File: config.mk
export PLATFORM = sky130hd
export DESIGN_NAME = eqy_masked_cmp
export DESIGN_NICKNAME = d
export VERILOG_FILES = /design/src/rtl/eqy_masked_cmp.sv
export SDC_FILE = /design/constraint.sdc
export NUM_CORES = 1
export LEC_CHECK = 0
export BUFFER_PORTS_ARGS = -buffer_cell sky130_fd_sc_hd__buf_2
export CORE_AREA = 2 2 39 41
export DETAILED_ROUTE_END_ITERATION = 8
export DIE_AREA = 0 0 41 43
export SLEW_MARGIN = 25
export SYNTH_ARGS = -nofsm -noshare
export SYNTH_HDL_FRONTEND = slang
export SYNTH_SLANG_ARGS = --single-unit
File: constraint.sdc
create_clock -name vclk -period 0.8
set_clock_uncertainty 0.15 [all_clocks]
set_input_delay 0.04 -clock vclk [all_inputs]
set_output_delay 0.04 -clock vclk [all_outputs]
set_load 0.005 [all_outputs]
File: src/rtl/eqy_masked_cmp.sv
// ---------------------------------------------------------------------------
// eqy_masked_cmp
// Purely combinational masked comparator. A beat mismatches when any bit that
// is enabled by mask differs between gold and gate; a zero mask never
// mismatches.
//   gold     : reference value
//   gate     : implementation value
//   mask     : per-bit compare enable
//   mismatch : 1 when ((gold ^ gate) & mask) != 0
// ---------------------------------------------------------------------------
module eqy_masked_cmp #(
   parameter int WIDTH = 8
) (
   input  logic [WIDTH-1:0] gold,
   input  logic [WIDTH-1:0] gate,
   input  logic [WIDTH-1:0] mask,
   output logic             mismatch
);

   assign mismatch = |((gold ^ gate) & mask);

endmodule

==> run_results.csv <==
group,metric,value,unit
timing,worst_slack,-0.102,ns
die,fp-row-count,14,
route,first_pass_iters,2,
layout,ff_latch_area,0,um2
layout,nFillCells,160,
worst_setup_path,start_kind,"input port",
synth,netlist_instances,13,
synth,synthDistinctLibCells,3,
timing,finalSetupTns,-0.102,ns
run,drv_cap,0,
placed_design,numPortBuffers,25,
power,p_leak,0.153,nW
grt,grtUsageTotal,4.50,%
power,power,0.139,mW
worst_setup_path,critical_path_peak_fanout,1,
layout,most-common-layout-cells,"21 x buf_2, 7 x xor2_1, 4 x buf_6, 2 x a22oi_1, 2 x a22oi_2",
route,drtIter0Drc,2,
run_status,status,"finished with violations",
power,power.switching,0.0493,mW
layout,drive_gt1_share,73.7,%
grt,grt_first_pass_wirelength,579,um
worst_setup_path,worst-setup-path-type,"input port to primary output",
layout,fin_nets,64,
die,core-area,1380,um2
power,peakVddDrop,0.0740,mV
worst_setup_path,critPathLaunch,"gold[7]",
layout,multi_input_area,124,um2
timing,timing.fmax,1.11,GHz
layout,layout_commonest_cell,"buf_2",
layout,design.seq.count,0,
grt,grt_max_degree,2,
grt,grt_pass1_vias,169,
route,num_vias,188,
worst_setup_path,end_kind,"primary output",
clock_network,cts_setup_buffers,0,
worst_hold_path,hold_path.class,"input port to primary output",
die,die_h,43,um
worst_setup_path,required,0.61,ns
grt,antenna_found_initial,0,
power,switching_share,35.4,%
power,pwr-share-clk,0,%
worst_setup_path,arrival,0.71,ns
synth,synth_largest_area_cell,"xor2_1",
die,initial_core_util,7.69,%
die,io_pins,25,
power,power_frac_seq,0,%
power,p_comb_share,100.0,%
die,die-area,1760,um2
grt,grt_overflow,0,
die,die_x,41,um
placed_design,place_congestion,0.497,
route,wl_per_cell,7.63,um
route,remaining_drc_errors,0,
timing,maxSlewViolCount,0,
timing,rsz0062_at_grt,"yes",
placed_design,post-dp-hpwl,392,um
timing,hold_viol,0,
synth,synth.avg_cell_area,8.18,um2
route,viasPerCell,3.48,
layout,antenna_cells,0,
synth,synth_top_area_share,65.9,%
run_status,violations,"setup timing",
layout,clock_buffers,0,
synth,ys_top_cells_by_area,"xor2_1 66%, a22oi_1 28%, nand4_1 5.9%",
layout,syn_to_final_growth,176,%
route,drt_wl_total,412,um
route,ant_nets,0,
placed_design,place_area,251,um2
timing,finalCritPeriodShare,113,%
synth,syn_area,106,um2
worst_hold_path,min-delay-start,"mask[0]",
layout,stdcell_area,294,um2
synth,syn-num-nets,37,
synth,ys_seq_area_share,0,%
timing,setup_viol,1,
power,powerDensity,473,nW/um2
power,p_int,0.0897,mW
synth,ys_warn_count,0,
timing,worstMarginPinSlew,0.164,ns
timing,slew_headroom,89.0,%
timing,fin_crit,0.902,ns
-- cells by family (layout without fill, tap and decap cells) --
family / Yosys count / count (layout) / synth area share (%)
buffers and inverters: 0 / 25 / 0
xor gates and xnor gates: 8 / 8 / 65.9
and+or+nand+nor: 1 / 1 / 5.89
AOI/OAI and AO/OA: 4 / 4 / 28.2
-- worst paths after layout --
check	slack [ns]	cells past startpoint	endpoint
max	-0.10	5	mismatch
min	0.23	4	mismatch
-- cell type report --
type	instances	area share [%]
Multi-Input combinational cell	13	42.1
Tap cell	16	6.81
Timing Repair Buffer	25	51.1
-- layer usage --
layer,vias up,part of all wire (%),wire (um),GRT usage (%)
met1,81,29,119,3.48
met5,-,0,0,0
li1,98,-,-,-
met3,0,11,45,0
met2,9,60,246,10.6
met4,0,0,0,0
-- cells in the mapped netlist --
| library cell | count |
|---|---|
| a22oi_1 | 4 |
| xor2_1 | 8 |
| nand4_1 | 1 |
-- power groups by stage --
stage | Combinational (mW) | Sequential (mW) | Clock, mW
2_1_floorplan | 0.0435 | 0 | 0
3_3_place_gp | 0.114 | 0 | 0
3_5_place_dp | 0.117 | 0 | 0
4_1_cts | 0.123 | 0 | 0
5_1_grt | 0.157 | 0 | 0
6_report | 0.139 | 0 | 0
-- through the flow --
| stage | std cells | worst slack, ns | hold slack [ns] | utilization, % |
|---|---|---|---|---|
| after floorplan | 13 | 0.144 | 0.0509 | - |
| after global placement | 54 | -0.139 | 0.228 | 18.2 |
| after detailed placement | 54 | -0.181 | 0.245 | 18.2 |
| after CTS | 54 | -0.157 | 0.269 | 19.1 |
| after global routing | 54 | -0.162 | 0.272 | 21.2 |
| final | 54 | -0.102 | 0.234 | 21.2 |
-- worst max-delay path, stage by stage --
cell and delay [ns]:
buf_6 0.09, xor2_1 0.16, a22oi_2 0.17, nand4_1 0.11, buf_2 0.14
-- timing repair --
| item | 4_1_cts | 5_1_grt |
|---|---|---|
| hold buffers | 0 | 0 |
| setup endpoints to repair | 1 | 1 |
| pin swaps | 5 | 4 |
| resized for setup | 2 | 5 |
Power figures use the tool's default switching activity.
